--- src/rtl/alu_arbiter_if.sv ---
// alu_arbiter_if: request/response handshake bundle between two requesters and the shared ALU arbiter.
interface alu_arbiter_if #(parameter int WIDTH = 8);
  logic req0_valid, req0_ready, req1_valid, req1_ready;
  logic [WIDTH-1:0] req0_a, req0_b, req1_a, req1_b;
  logic [15:0] req0_op, req1_op;
  logic rsp0_valid, rsp0_ready, rsp1_valid, rsp1_ready;
  logic [WIDTH:0] rsp_res;
  logic rsp_err, busy;
  modport master(
    output req0_valid, req0_a, req0_b, req0_op, req1_valid, req1_a, req1_b, req1_op, rsp0_ready, rsp1_ready,
    input req0_ready, req1_ready, rsp0_valid, rsp1_valid, rsp_res, rsp_err, busy
  );
  modport slave(
    input req0_valid, req0_a, req0_b, req0_op, req1_valid, req1_a, req1_b, req1_op, rsp0_ready, rsp1_ready,
    output req0_ready, req1_ready, rsp0_valid, rsp1_valid, rsp_res, rsp_err, busy
  );
endinterface

--- src/rtl/alu_arbiter.sv ---
// alu_arbiter: two-requester front-end sharing one alu; IDLE/EXEC/RESP, one transaction in flight.
// Define ALU_ARB_RR_EN for round-robin conflict resolution; otherwise requester 0 has fixed priority.
module alu #(parameter int largo = 8) (
  input  logic [largo-1:0] a,
  input  logic [largo-1:0] b,
  input  logic [15:0]      op,
  output logic [largo:0]   res,
  output logic             err
);
  logic [largo:0] ea, eb;
  always_comb begin
    ea = {1'b0, a};
    eb = {1'b0, b};
    res = op == 16'd16 ? ea + eb :
          op == 16'd17 ? ea * eb :
          op == 16'd18 ? ea & eb :
          op == 16'd20 ? ea - eb :
          op == 16'd21 ? ea | eb : '0;
    err = !(op inside {16'd16, 16'd17, 16'd18, 16'd20, 16'd21});
  end
endmodule

module alu_arbiter #(parameter int WIDTH = 8) (
  input logic clk,
  input logic rst_n,
  alu_arbiter_if.slave bus
);
  typedef enum logic [1:0] {IDLE, EXEC, RESP} state_t;
  state_t state, state_d;
  logic [WIDTH-1:0] a_q, b_q;
  logic [15:0] op_q;
  logic [WIDTH:0] res_q, alu_res;
  logic gid, err_q, alu_err, busy_q, win1, hs, rsp_hs;
`ifdef ALU_ARB_RR_EN
  logic last_grant;
  always_comb win1 = bus.req1_valid && (!bus.req0_valid || !last_grant);
  always_ff @(posedge clk or negedge rst_n)
    if (!rst_n) last_grant <= 1'b1;
    else if (hs) last_grant <= win1;
`else
  always_comb win1 = bus.req1_valid && !bus.req0_valid;
`endif
  alu #(.largo(WIDTH)) u_alu (.a(a_q), .b(b_q), .op(op_q), .res(alu_res), .err(alu_err));
  // rst_n gating keeps both readies low while reset is held, even with valids up
  always_comb begin
    bus.req0_ready = rst_n && state == IDLE && bus.req0_valid && !win1;
    bus.req1_ready = rst_n && state == IDLE && win1;
    hs = bus.req0_ready || bus.req1_ready;
    rsp_hs = gid ? bus.rsp1_ready : bus.rsp0_ready;
    state_d = state == IDLE ? (hs ? EXEC : IDLE) :
              state == EXEC ? RESP : (rsp_hs ? IDLE : RESP);
    bus.rsp0_valid = state == RESP && !gid;
    bus.rsp1_valid = state == RESP && gid;
    bus.rsp_res = res_q;
    bus.rsp_err = err_q;
    bus.busy = busy_q;
  end
  always_ff @(posedge clk or negedge rst_n) begin
    if (!rst_n) begin
      state <= IDLE;
      a_q <= '0;
      b_q <= '0;
      op_q <= '0;
      gid <= 1'b0;
      res_q <= '0;
      err_q <= 1'b0;
      busy_q <= 1'b0;
    end else begin
      state <= state_d;
      busy_q <= state_d != IDLE;
      if (hs) begin
        a_q <= win1 ? bus.req1_a : bus.req0_a;
        b_q <= win1 ? bus.req1_b : bus.req0_b;
        op_q <= win1 ? bus.req1_op : bus.req0_op;
        gid <= win1;
      end
      if (state == EXEC) begin
        res_q <= alu_res;
        err_q <= alu_err;
      end
    end
  end
endmodule

--- src/flat_wrapper.sv ---
// flat-port wrapper written by rule: the top's interface ports become plain ports
module alu_arbiter_flat 
#(parameter int WIDTH = 8)
  (clk, rst_n, bus_req0_valid, bus_req0_a, bus_req0_b, bus_req0_op, bus_req1_valid, bus_req1_a, bus_req1_b, bus_req1_op, bus_rsp0_ready, bus_rsp1_ready, bus_req0_ready, bus_req1_ready, bus_rsp0_valid, bus_rsp1_valid, bus_rsp_res, bus_rsp_err, bus_busy);
  alu_arbiter_if #(.WIDTH(WIDTH)) bus_i ();
  input logic clk;
  input logic rst_n;
  input wire logic [$bits(bus_i.req0_valid)-1:0] bus_req0_valid;
  input wire logic [$bits(bus_i.req0_a)-1:0] bus_req0_a;
  input wire logic [$bits(bus_i.req0_b)-1:0] bus_req0_b;
  input wire logic [$bits(bus_i.req0_op)-1:0] bus_req0_op;
  input wire logic [$bits(bus_i.req1_valid)-1:0] bus_req1_valid;
  input wire logic [$bits(bus_i.req1_a)-1:0] bus_req1_a;
  input wire logic [$bits(bus_i.req1_b)-1:0] bus_req1_b;
  input wire logic [$bits(bus_i.req1_op)-1:0] bus_req1_op;
  input wire logic [$bits(bus_i.rsp0_ready)-1:0] bus_rsp0_ready;
  input wire logic [$bits(bus_i.rsp1_ready)-1:0] bus_rsp1_ready;
  output wire logic [$bits(bus_i.req0_ready)-1:0] bus_req0_ready;
  output wire logic [$bits(bus_i.req1_ready)-1:0] bus_req1_ready;
  output wire logic [$bits(bus_i.rsp0_valid)-1:0] bus_rsp0_valid;
  output wire logic [$bits(bus_i.rsp1_valid)-1:0] bus_rsp1_valid;
  output wire logic [$bits(bus_i.rsp_res)-1:0] bus_rsp_res;
  output wire logic [$bits(bus_i.rsp_err)-1:0] bus_rsp_err;
  output wire logic [$bits(bus_i.busy)-1:0] bus_busy;
  assign bus_i.req0_valid = bus_req0_valid;
  assign bus_i.req0_a = bus_req0_a;
  assign bus_i.req0_b = bus_req0_b;
  assign bus_i.req0_op = bus_req0_op;
  assign bus_i.req1_valid = bus_req1_valid;
  assign bus_i.req1_a = bus_req1_a;
  assign bus_i.req1_b = bus_req1_b;
  assign bus_i.req1_op = bus_req1_op;
  assign bus_i.rsp0_ready = bus_rsp0_ready;
  assign bus_i.rsp1_ready = bus_rsp1_ready;
  assign bus_req0_ready = bus_i.req0_ready;
  assign bus_req1_ready = bus_i.req1_ready;
  assign bus_rsp0_valid = bus_i.rsp0_valid;
  assign bus_rsp1_valid = bus_i.rsp1_valid;
  assign bus_rsp_res = bus_i.rsp_res;
  assign bus_rsp_err = bus_i.rsp_err;
  assign bus_busy = bus_i.busy;
  alu_arbiter #(.WIDTH(WIDTH)) u_core (.clk(clk), .rst_n(rst_n), .bus(bus_i));
endmodule
--- config.mk ---
export PLATFORM = sky130hd
export DESIGN_NAME = alu_arbiter_flat
export DESIGN_NICKNAME = d
export VERILOG_FILES = /design/src/rtl/alu_arbiter_if.sv /design/src/rtl/alu_arbiter.sv /design/src/flat_wrapper.sv
export SDC_FILE = /design/constraint.sdc
export NUM_CORES = 1
export LEC_CHECK = 0
export CORE_MARGIN = 3
export CORE_UTILIZATION = 49
export CTS_CLUSTER_DIAMETER = 80
export CTS_CLUSTER_SIZE = 28
export DETAILED_ROUTE_END_ITERATION = 8
export GPL_TIMING_DRIVEN = 0
export PLACE_DENSITY = 0.84
export SETUP_SLACK_MARGIN = 0.5
export SLEW_MARGIN = 10
export SYNTH_ARGS = -nofsm -noshare
export SYNTH_HDL_FRONTEND = slang
export SYNTH_HIERARCHICAL = 1
export SYNTH_SLANG_ARGS = --single-unit
export TNS_END_PERCENT = 30
--- constraint.sdc ---
create_clock -name clk -period 4.04 [get_ports clk]
set_clock_uncertainty 0.1 [all_clocks]
set_input_delay 0.606 -clock clk [delete_from_list [all_inputs] [get_ports clk]]
set_output_delay 0.606 -clock clk [all_outputs]
set_load 0.03 [all_outputs]
==> results.tsv, run 1 <==
metric	value	unit
netlist_area	0.004647	mm^2
clk_path_buf_depth	2	
initial_core_util	51.77	%
max_stage_delay	530	ps
path_max_fanout	6	
htreeDepth	2	
drt-total-wl	10.56	mm
crit_chain	ha_4 -> inv_2 -> fa_2 -> fa_1 -> inv_2 -> fa_1 -> inv_1 -> fa_2 -> inv_2 -> ha_4 -> nor2_1 -> a21oi_2 -> xnor2_2 -> a221oi_2 -> a211oi_2 -> mux2_2	
final_nets	684	
crit_type	register to register	
drt_iter0_drc	116	
synth_cell_types	56	
hold_path_class	input pin to async pin	
dieWidth	103.4	um
dpl.hpwl	8.621	mm
cts_num_sinks	46	
num_antenna_cells	0	
cp_slowest_cell	fa_1	
worstMarginPinSlew	719.7	ps
finalSetupViolCount	2	
drc	0	
clk_latency	290	ps
vias	3590	
gp_congestion	0.8828	
drive_above_1_share	29.96	%
rows	34	
cts_buffers	5	
grt_overflow_total	0	
syn_avg_cell_area	10.49	um^2
rsz0062_at_grt	yes	
ys_ff_latch	46	
syn_inst	443	
synth-seq-area-share	24.77	%
first_pass_iters	5	
die_h	103.4	um
ant_nets	0	
finalSetupTns	-118.7	ps
status	complete, but fails checks	
drv_slew	0	
io_pins	85	
area_delta_synth_final	30.78	%
cts_tree	built	
crit_arrival	4180	ps
cp_data_required_time	4120	ps
cp-end-kind	register	
min_period	4100	ps
period_share	101.5	%
synth_fp_nets	574	
cts_hold_buffers	0	
r2r_cells	16	
cts-root-buf	clkbuf_8	
core_area	0.008976	mm^2
grt_antenna_before_repair	0	
synth-edff-count	0	
grt_usage	20.60	%
post_drt_wl_per_cell	15.53	um
hold_viol_final	0	
die_area	0.01069	mm^2
violations	setup timing	
critPathLaunchType	register	
timing.final.ws_setup	-59.55	ps
grt_pass1_wl	17.37	mm
avgViaCountPerCell	5.279	
maxCapViolations	0	
max_clock_freq	0.2439	GHz
ys.flop_type	dfrtp_1	
cts.reportedPaths.clkPinSlew	80	ps
ys_warn_count	6	
grt_max_degree	40	
synth-async-reset-ratio	100.0	%
io_buffers	84	
relSlewSlack	51.65	%
cpMostUsedCell	inv_2	
grt_pass1_vias	3736	
-- synth_stat cells (all sizes together), types with 3 or more instances --
cell | instances | share of area (%)
ha | 41 | 11
clkbuf | 5 | 0.40
xnor2 | 16 | 3.0
o21bai | 3 | 0.48
o22ai | 4 | 0.54
o21ai | 10 | 1.1
mux2i | 4 | 0.86
inv | 60 | 4.8
nor2 | 45 | 3.6
a221oi | 6 | 1.4
buf | 9 | 2.9
dfrtp | 46 | 25
nand2b | 5 | 0.67
a21oi | 12 | 1.3
xor2 | 5 | 0.94
mux2 | 74 | 23
nor2b | 4 | 0.70
nand2 | 30 | 2.4
nor3b | 4 | 0.75
fa | 20 | 8.6
a31oi | 4 | 0.54
nor3 | 3 | 0.43
-- registers in the layout, indices dropped and copies added, names as in the netlist --
| name | cells |
|---|---|
| u_core/gid | 1 |
| u_core/bus.rsp_err | 1 |
| u_core/state | 2 |
| u_core/b_q | 8 |
| u_core/op_q | 16 |
| u_core/bus.busy | 1 |
| u_core/a_q | 8 |
| u_core/bus.rsp_res | 9 |
-- placed cells by master (no fill, tap or decap), types with 5 or more instances in the layout --
cell             instances
ha_4                     5
clkbuf_1                 6
dfrtp_2                  9
nand2_1                 27
inv_2                    5
clkbuf_8                 5
o21ai_0                  8
xnor2_1                 14
fa_1                    16
nor2_1                  44
dfrtp_1                 37
nand2b_1                 5
ha_1                    35
mux2_4                  58
buf_4                   18
clkdlybuf4s50_1         83
a21oi_1                  9
inv_1                   51
mux2_2                  16
-- metal layers --
metal  routed length [um]  track usage (%)  up-vias
met1                 4375            25.77     1753
met3                  543            3.488       14
met5                    0                0        -
li1                     -                -     1705
met2                 5471            37.25      118
met4                  172            4.283        0
-- layout make-up --
type	count	area, um^2
Tap cell	126	157.7
Multi-Input combinational cell	322	3288
Buffer	14	151.4
Fill cell	674	2899
Clock inverter	2	13.76
Sequential cell	46	1162
Timing Repair Buffer	103	991.0
Inverter	61	240.2
Clock buffer	6	72.57
-- worst paths after layout --
path | start | to | slack, ps
setup / recovery | u_core/b_q[3]$_DFFE_PN0P_ | u_core/bus.rsp_res[8]$_DFFE_PN0N_ | -60
hold / removal | rst_n | u_core/a_q[1]$_DFFE_PN0P_ | 60
setup reg to reg | u_core/b_q[3]$_DFFE_PN0P_ | u_core/bus.rsp_res[8]$_DFFE_PN0N_ | -60
hold reg to reg | u_core/op_q[10]$_DFFE_PN0P_ | u_core/op_q[10]$_DFFE_PN0P_ | 410
max in group asynchronous | rst_n | u_core/op_q[8]$_DFFE_PN0P_ | 3310
min in group clk | u_core/op_q[10]$_DFFE_PN0P_ | u_core/op_q[10]$_DFFE_PN0P_ | 410
-- what timing repair did --
action,CTS,global route
endpoints found under the setup margin,5,5
cloned,0,0
pin swaps,15,2
buffers inserted,14,4
resized for setup,28,6
-- logic make-up after synthesis --
group / Yosys count / share of synthesized area [%]
adder cells (fa/ha/maj): 61 / 19.66
AND/OR/NAND/NOR: 107 / 11.09
AO/OA/AOI/OAI: 53 / 7.889
buffers and inverters: 75 / 8.185
flip-flops: 46 / 24.77
multiplexers: 79 / 23.96
XOR/XNOR: 22 / 4.442
-- stage by stage --
| step | worst slack [ps] | utilization, % | cell area [um^2] | hold WS [ps] | instances |
|---|---|---|---|---|---|
| 3_3_place_gp | -479.0 | 63.77 | 5724 | 386.2 | 653 |
| 2_1_floorplan | 129.6 | - | 4726 | 210.4 | 443 |
| 3_5_place_dp | -337.0 | 63.94 | 5739 | 376.9 | 654 |
| 5_1_grt | -240.4 | 67.70 | 6077 | 58.26 | 680 |
| 6_report | -59.55 | 67.70 | 6077 | 64.26 | 680 |
| 4_1_cts | -33.97 | 67.06 | 6020 | 63.77 | 676 |
-- worst max-delay path: cells and delay by family (launching register included) --
kind	cells	cell delay, ps
fa+ha+maj	6	2320
flops	1	490
compound gates	3	470
mux	1	260
buf+inv	4	180
xor+xnor	1	120
simple gates	1	50
Power of run 1 is not shown: default switching activity piles up to over one toggle a cycle in this logic, so the estimate is an artifact.
==> inputs of run 2 (changes only) <==
--- a/config.mk
+++ b/config.mk
@@ -6,12 +6,12 @@
 export NUM_CORES = 1
 export LEC_CHECK = 0
 export CORE_MARGIN = 3
-export CORE_UTILIZATION = 49
+export CORE_UTILIZATION = 54
 export CTS_CLUSTER_DIAMETER = 80
 export CTS_CLUSTER_SIZE = 28
 export DETAILED_ROUTE_END_ITERATION = 8
 export GPL_TIMING_DRIVEN = 0
-export PLACE_DENSITY = 0.84
+export PLACE_DENSITY = 0.88
 export SETUP_SLACK_MARGIN = 0.5
 export SLEW_MARGIN = 10
 export SYNTH_ARGS = -nofsm -noshare
==> constraint.sdc (replaced) <==
create_clock -name clk -period 4.5 [get_ports clk]
set_clock_uncertainty 0.1 [all_clocks]
set_input_delay 0.675 -clock clk [delete_from_list [all_inputs] [get_ports clk]]
set_output_delay 0.675 -clock clk [all_outputs]
set_load 0.03 [all_outputs]
==> run 2 against run 1 <==
The flow now finishes without violations. Fmax fell by 4.6%. Via count rose by 3.5%. Final cell count fell by 1.6%. Wire length rose by 11%. Register-to-register slack improved by 260 ps. Utilization rose by 6.7 points. Setup slack improved by 260 ps. Critical path type unchanged. Critical endpoint unchanged.
==> results.tsv, run 2 (same netlist as run 1, synthesis figures left out) <==
metric	value	unit	change
io_buffers	84		unchanged
fillers	542		was 674
grt_antenna_before_repair	0		unchanged
grt_pass1_wl	18.84	mm	was 17.37 mm
min_period	4296	ps	was 4100 ps
drc	0		unchanged
cp_data_required_time	4580	ps	was 4120 ps
cts_hold_buffers	0		unchanged
die_area	0.009755	mm^2	was 0.01069 mm^2
final_nets	694		was 684
cp-end-kind	register		unchanged
status	complete, no violations		was complete, but fails checks
drive_above_1_share	32.45	%	was 29.96%
crit_type	register to register		unchanged
max_stage_delay	530	ps	about the same
dieWidth	98.77	um	was 103.4 um
rr_startpoint	u_core/b_q[4]$_DFFE_PN0P_		was u_core/b_q[3]$_DFFE_PN0P_
cts_num_sinks	46		unchanged
dpl.hpwl	8.835	mm	was 8.621 mm
grt_pass1_vias	3995		was 3736
io_pins	85		unchanged
avgViaCountPerCell	5.555		was 5.279
post_drt_wl_per_cell	17.53	um	was 15.53 um
cp_slowest_cell	fa_1		unchanged
core_area	0.008299	mm^2	was 0.008976 mm^2
crit_chain	buf_4 -> nand2_2 -> fa_1 -> inv_1 -> fa_1 -> fa_1 -> inv_1 -> fa_2 -> xor2_1 -> xnor2_1 -> xnor2_1 -> xnor2_1 -> xnor2_2 -> a221oi_2 -> a211oi_1 -> mux2_2		was ha_4 -> inv_2 -> fa_2 -> fa_1 -> inv_2 -> fa_1 -> inv_1 -> fa_2 -> inv_2 -> ha_4 -> nor2_1 -> a21oi_2 -> xnor2_2 -> a221oi_2 -> a211oi_2 -> mux2_2
finalSetupTns	0	ps	was -118.7 ps
final_cell_mix	83 x clkdlybuf4s50_1, 59 x mux2_4, 48 x inv_1		was 83 x clkdlybuf4s50_1, 58 x mux2_4, 51 x inv_1
drv_slew	0		unchanged
period_share	95.47	%	was 101.5%
r2r_cells	16		unchanged
worstMarginPinSlew	672.4	ps	was 719.7 ps
rows	33		was 34
cts_buffers	5		unchanged
ant_nets	0		unchanged
cts_tree	built		unchanged
htreeDepth	2		unchanged
vias	3716		was 3590
drt_iter0_drc	178		was 116
path_max_fanout	4		was 6
drt-total-wl	11.73	mm	was 10.56 mm
maxCapViolations	0		unchanged
hold_viol_final	0		unchanged
grt_overflow_total	0		unchanged
critPathLaunchType	register		unchanged
rsz0062_at_grt	yes		unchanged
clk_latency	300	ps	was 290 ps
num_antenna_cells	0		unchanged
gp_congestion	0.8925		was 0.8828
initial_core_util	55.99	%	was 51.77%
max_clock_freq	0.2328	GHz	was 0.2439 GHz
first_pass_iters	5		unchanged
crit_arrival	4370	ps	was 4180 ps
cts-root-buf	clkbuf_8		unchanged
area_delta_synth_final	32.85	%	was 30.78%
r2r-end	u_core/bus.rsp_res[8]$_DFFE_PN0N_		unchanged
hold_path_class	input pin to async pin		unchanged
mostFrequentLayoutCell	clkdlybuf4s50_1		unchanged
grt_usage	23.87	%	was 20.60%
rrSetupSlack	200	ps	was -60 ps
cts.reportedPaths.clkPinSlew	90	ps	was 80 ps
finalSetupViolCount	0		was 2
largest_reg_flops	16		unchanged
post-route-util	74.39	%	was 67.70%
die_h	98.77	um	was 103.4 um
multi_input_area	0.003299	mm^2	was 0.003288 mm^2
seq_area	0.001165	mm^2	was 0.001162 mm^2
top_register	u_core/op_q		unchanged
grt_max_degree	25		was 40
relSlewSlack	54.83	%	was 51.65%
clk_path_buf_depth	2		unchanged
[run 2: changes by cell type in the layout (fill, tap and decap cells not counted), sizes merged]
cell,previous run,this run
buf,29,39
clkinv,3,5
inv,59,57
[run 2: cell type report]
class                   count  area share (%)
multi-input cells         322           53.45
flip-flops and latches     46           18.87
repair buffers            113           17.77
inverters                  61           3.932
plain buffers              14           2.452
well taps                 105           2.128
clock buffers               6           1.176
clock inverters             2          0.2229
[run 2: timing repair]
| item | in CTS | in global routing |
|---|---|---|
| endpoints found under the setup margin | 5 | 5 |
| gates resized for setup | 33 | 25 |
| pin swaps | 16 | 19 |
| setup buffers | 17 | 11 |
[run 2: metal layers]
metal  track usage, %  up-vias  wire length (um)
met2            44.32      158              6244
met4            6.197        0               305
met3            3.680       32               618
met5                0        -                 0
met1            28.57     1801              4559
li1                 -     1725                 -
[run 2: worst max-delay path: cells and delay by family, from the launching register on]
kind / cells / cell delay (ps)
buffers and inverters: 3 / 240
adder cells (fa/ha/maj): 4 / 1860
AND/OR/NAND/NOR: 1 / 60
multiplexers: 1 / 270
XOR/XNOR: 5 / 950
flip-flops: 1 / 410
AO/OA/AOI/OAI: 2 / 290
[run 2: how the worst max path moves through the flow]
stage / start / end / slack [ps] / cells past startpoint
finish: u_core/b_q[4]$_DFFE_PN0P_ / u_core/bus.rsp_res[8]$_DFFE_PN0N_ / 200 / 16
CTS: u_core/b_q[2]$_DFFE_PN0P_ / u_core/bus.rsp_res[8]$_DFFE_PN0N_ / 310 / 16
global placement: rst_n / bus_req0_ready / -120 / 4
detailed placement: u_core/a_q[0]$_DFFE_PN0P_ / u_core/bus.rsp_res[8]$_DFFE_PN0N_ / -20 / 16
floorplan: u_core/a_q[2]$_DFFE_PN0P_ / u_core/bus.rsp_res[8]$_DFFE_PN0N_ / 440 / 15
global route: u_core/b_q[4]$_DFFE_PN0P_ / u_core/bus.rsp_res[8]$_DFFE_PN0N_ / 120 / 16
[run 2: through the flow]
| step | hold WS (ps) | setup slack (ps) | instance area, um^2 | cells |
|---|---|---|---|---|
| after floorplan | 279.4 | 438.3 | 4681 | 443 |
| after detailed placement | 397.2 | -22.14 | 5675 | 633 |
| after global placement | 386.1 | -124.2 | 5653 | 632 |
| final | 266.7 | 203.8 | 6173 | 669 |
| after CTS | 281.3 | 313.7 | 5992 | 658 |
| after global routing | 293.4 | 123.1 | 6173 | 669 |
Power of run 2 is left out for the same reason.
==> inputs of run 3 (changes only) <==
--- a/config.mk
+++ b/config.mk
@@ -13,6 +13,7 @@
 export GPL_TIMING_DRIVEN = 0
 export PLACE_DENSITY = 0.88
 export SETUP_SLACK_MARGIN = 0.5
+export SKIP_CTS_REPAIR_TIMING = 1
 export SLEW_MARGIN = 10
 export SYNTH_ARGS = -nofsm -noshare
 export SYNTH_HDL_FRONTEND = slang
==> run 3 against run 2 <==
Count of clock-buffer cells in the layout is the same. Non-clock buffer count down 8. Fmax is 0.14% higher. Sequential share of layout area grew 0.38 points. First-iteration DRC count increased by 8.4%. Utilization is 1.5 points lower. Via count shrank 3.3%. Largest cell class unchanged.
==> results.tsv, run 3 (same netlist as run 1, synthesis figures left out) <==
metric	value	unit	change
status	complete, no violations		unchanged
placed_cells	633		unchanged
worstMarginPinSlew	641.2	ps	was 672.4 ps
top_register	u_core/op_q		unchanged
cp_slowest_cell	fa_1		unchanged
cts_num_sinks	46		unchanged
gp_congestion	0.8925		unchanged
relSlewSlack	56.93	%	was 54.83%
cp_data_required_time	4580	ps	about the same
num_antenna_cells	0		unchanged
grt_usage	22.61	%	was 23.87%
multi_input_area	0.003261	mm^2	was 0.003299 mm^2
crit_arrival	4370	ps	about the same
cts_buffers	5		unchanged
max_clock_freq	0.2331	GHz	was 0.2328 GHz
period_share	95.34	%	was 95.47%
clk_path_buf_depth	2		unchanged
grt_antenna_before_repair	0		unchanged
post_drt_wl_per_cell	16.84	um	was 17.53 um
grt_pass1_wl	18.02	mm	was 18.84 mm
grt_max_degree	25		unchanged
hold_viol_final	0		unchanged
seq_area	0.001165	mm^2	unchanged
cp-end-kind	register		unchanged
final_cells	661		was 669
hold_path_class	input pin to async pin		unchanged
htreeDepth	2		unchanged
critPathLaunchType	register		unchanged
ant_nets	0		unchanged
die_h	98.77	um	unchanged
core_area	0.008299	mm^2	unchanged
mostFrequentLayoutCell	clkdlybuf4s50_1		unchanged
crit_type	register to register		unchanged
dpl.hpwl	8.835	mm	unchanged
dieWidth	98.77	um	unchanged
r2r_cells	16		unchanged
drt-total-wl	11.13	mm	was 11.73 mm
final_nets	686		was 694
drv_slew	0		unchanged
finalSetupViolCount	0		unchanged
rrSetupSlack	210	ps	was 200 ps
crit_chain	buf_6 -> nand2_2 -> fa_1 -> inv_1 -> fa_1 -> fa_1 -> inv_1 -> fa_2 -> xor2_1 -> xnor2_1 -> xnor2_1 -> xnor2_1 -> xnor2_2 -> a221oi_2 -> a211oi_2 -> mux2_4		was buf_4 -> nand2_2 -> fa_1 -> inv_1 -> fa_1 -> fa_1 -> inv_1 -> fa_2 -> xor2_1 -> xnor2_1 -> xnor2_1 -> xnor2_1 -> xnor2_2 -> a221oi_2 -> a211oi_1 -> mux2_2
initial_core_util	55.99	%	unchanged
io_pins	85		unchanged
die_area	0.009755	mm^2	unchanged
avgViaCountPerCell	5.434		was 5.555
final_cell_mix	83 x clkdlybuf4s50_1, 59 x mux2_4, 55 x inv_1		was 83 x clkdlybuf4s50_1, 59 x mux2_4, 48 x inv_1
min_period	4290	ps	was 4296 ps
r2r-end	u_core/bus.rsp_res[8]$_DFFE_PN0N_		unchanged
drc	0		unchanged
io_buffers	84		unchanged
grt_pass1_vias	3833		was 3995
clk_latency	300	ps	about the same
largest_reg_flops	16		unchanged
area_delta_synth_final	30.24	%	was 32.85%
cts-root-buf	clkbuf_8		unchanged
path_max_fanout	5		was 4
hold_slack	268.3	ps	was 266.7 ps
drive_above_1_share	28.60	%	was 32.45%
vias	3592		was 3716
rows	33		unchanged
cts.reportedPaths.clkPinSlew	90	ps	about the same
grt_overflow_total	0		unchanged
maxCapViolations	0		unchanged
rsz0062_at_grt	yes		unchanged
fillers	562		was 542
cts_tree	built		unchanged
first_pass_iters	4		was 5
max_stage_delay	530	ps	about the same
drt_iter0_drc	193		was 178
rr_startpoint	u_core/a_q[3]$_DFFE_PN0P_		was u_core/b_q[4]$_DFFE_PN0P_
run 3: cell types whose count changed in the layout (fill, tap and decap cells not counted), sizes merged:
cell / before / now
inv: 57 / 58
clkinv: 5 / 4
buf: 39 / 31
run 3: stage by stage:
stage | setup TNS (ps) | worst slack, ps | cell area, um^2 | util, %
2_1_floorplan | 0 | 438.3 | 4681 | -
3_3_place_gp | -214.4 | -124.2 | 5653 | 68.11
3_5_place_dp | -22.14 | -22.14 | 5675 | 68.39
4_1_cts | -53.54 | -53.54 | 5762 | 69.43
5_1_grt | 0 | 103.8 | 6052 | 72.92
6_report | 0 | 209.6 | 6052 | 72.92
run 3: how the worst max path moves through the flow:
stage                         startpoint                                 to  slack, ps
6_report       u_core/a_q[3]$_DFFE_PN0P_  u_core/bus.rsp_res[8]$_DFFE_PN0N_        210
5_1_grt        u_core/a_q[3]$_DFFE_PN0P_  u_core/bus.rsp_res[8]$_DFFE_PN0N_        100
4_1_cts        u_core/a_q[0]$_DFFE_PN0P_  u_core/bus.rsp_res[8]$_DFFE_PN0N_        -50
3_5_place_dp   u_core/a_q[0]$_DFFE_PN0P_  u_core/bus.rsp_res[8]$_DFFE_PN0N_        -20
3_3_place_gp                       rst_n                     bus_req0_ready       -120
2_1_floorplan  u_core/a_q[2]$_DFFE_PN0P_  u_core/bus.rsp_res[8]$_DFFE_PN0N_        440
run 3: layer usage:
layer | vias to the layer above | GRT usage (%) | wire (um)
li1 | 1706 | - | -
met1 | 1735 | 28.17 | 4451
met2 | 133 | 41.06 | 5928
met3 | 18 | 3.255 | 578
met4 | 0 | 5.462 | 174
met5 | - | 0 | 0
run 3: critical path: cells and delay by family, from the launching register on:
| kind | cells | cell delay [ps] |
|---|---|---|
| adders and majority gates | 4 | 1860 |
| AOI/OAI and AO/OA | 2 | 310 |
| DFF | 1 | 460 |
| buffers and inverters | 3 | 240 |
| xor gates and xnor gates | 5 | 860 |
| and+or+nand+nor | 1 | 50 |
| muxes | 1 | 280 |
run 3: layout make-up:
| class | count | area share [%] |
|---|---|---|
| Multi-Input combinational cell | 322 | 53.88 |
| Sequential cell | 46 | 19.25 |
| Timing Repair Buffer | 105 | 16.81 |
| Inverter | 61 | 3.969 |
| Buffer | 14 | 2.502 |
| Tap cell | 105 | 2.171 |
| Clock buffer | 6 | 1.199 |
| Clock inverter | 2 | 0.2274 |
Power of run 3 is left out for the same reason.
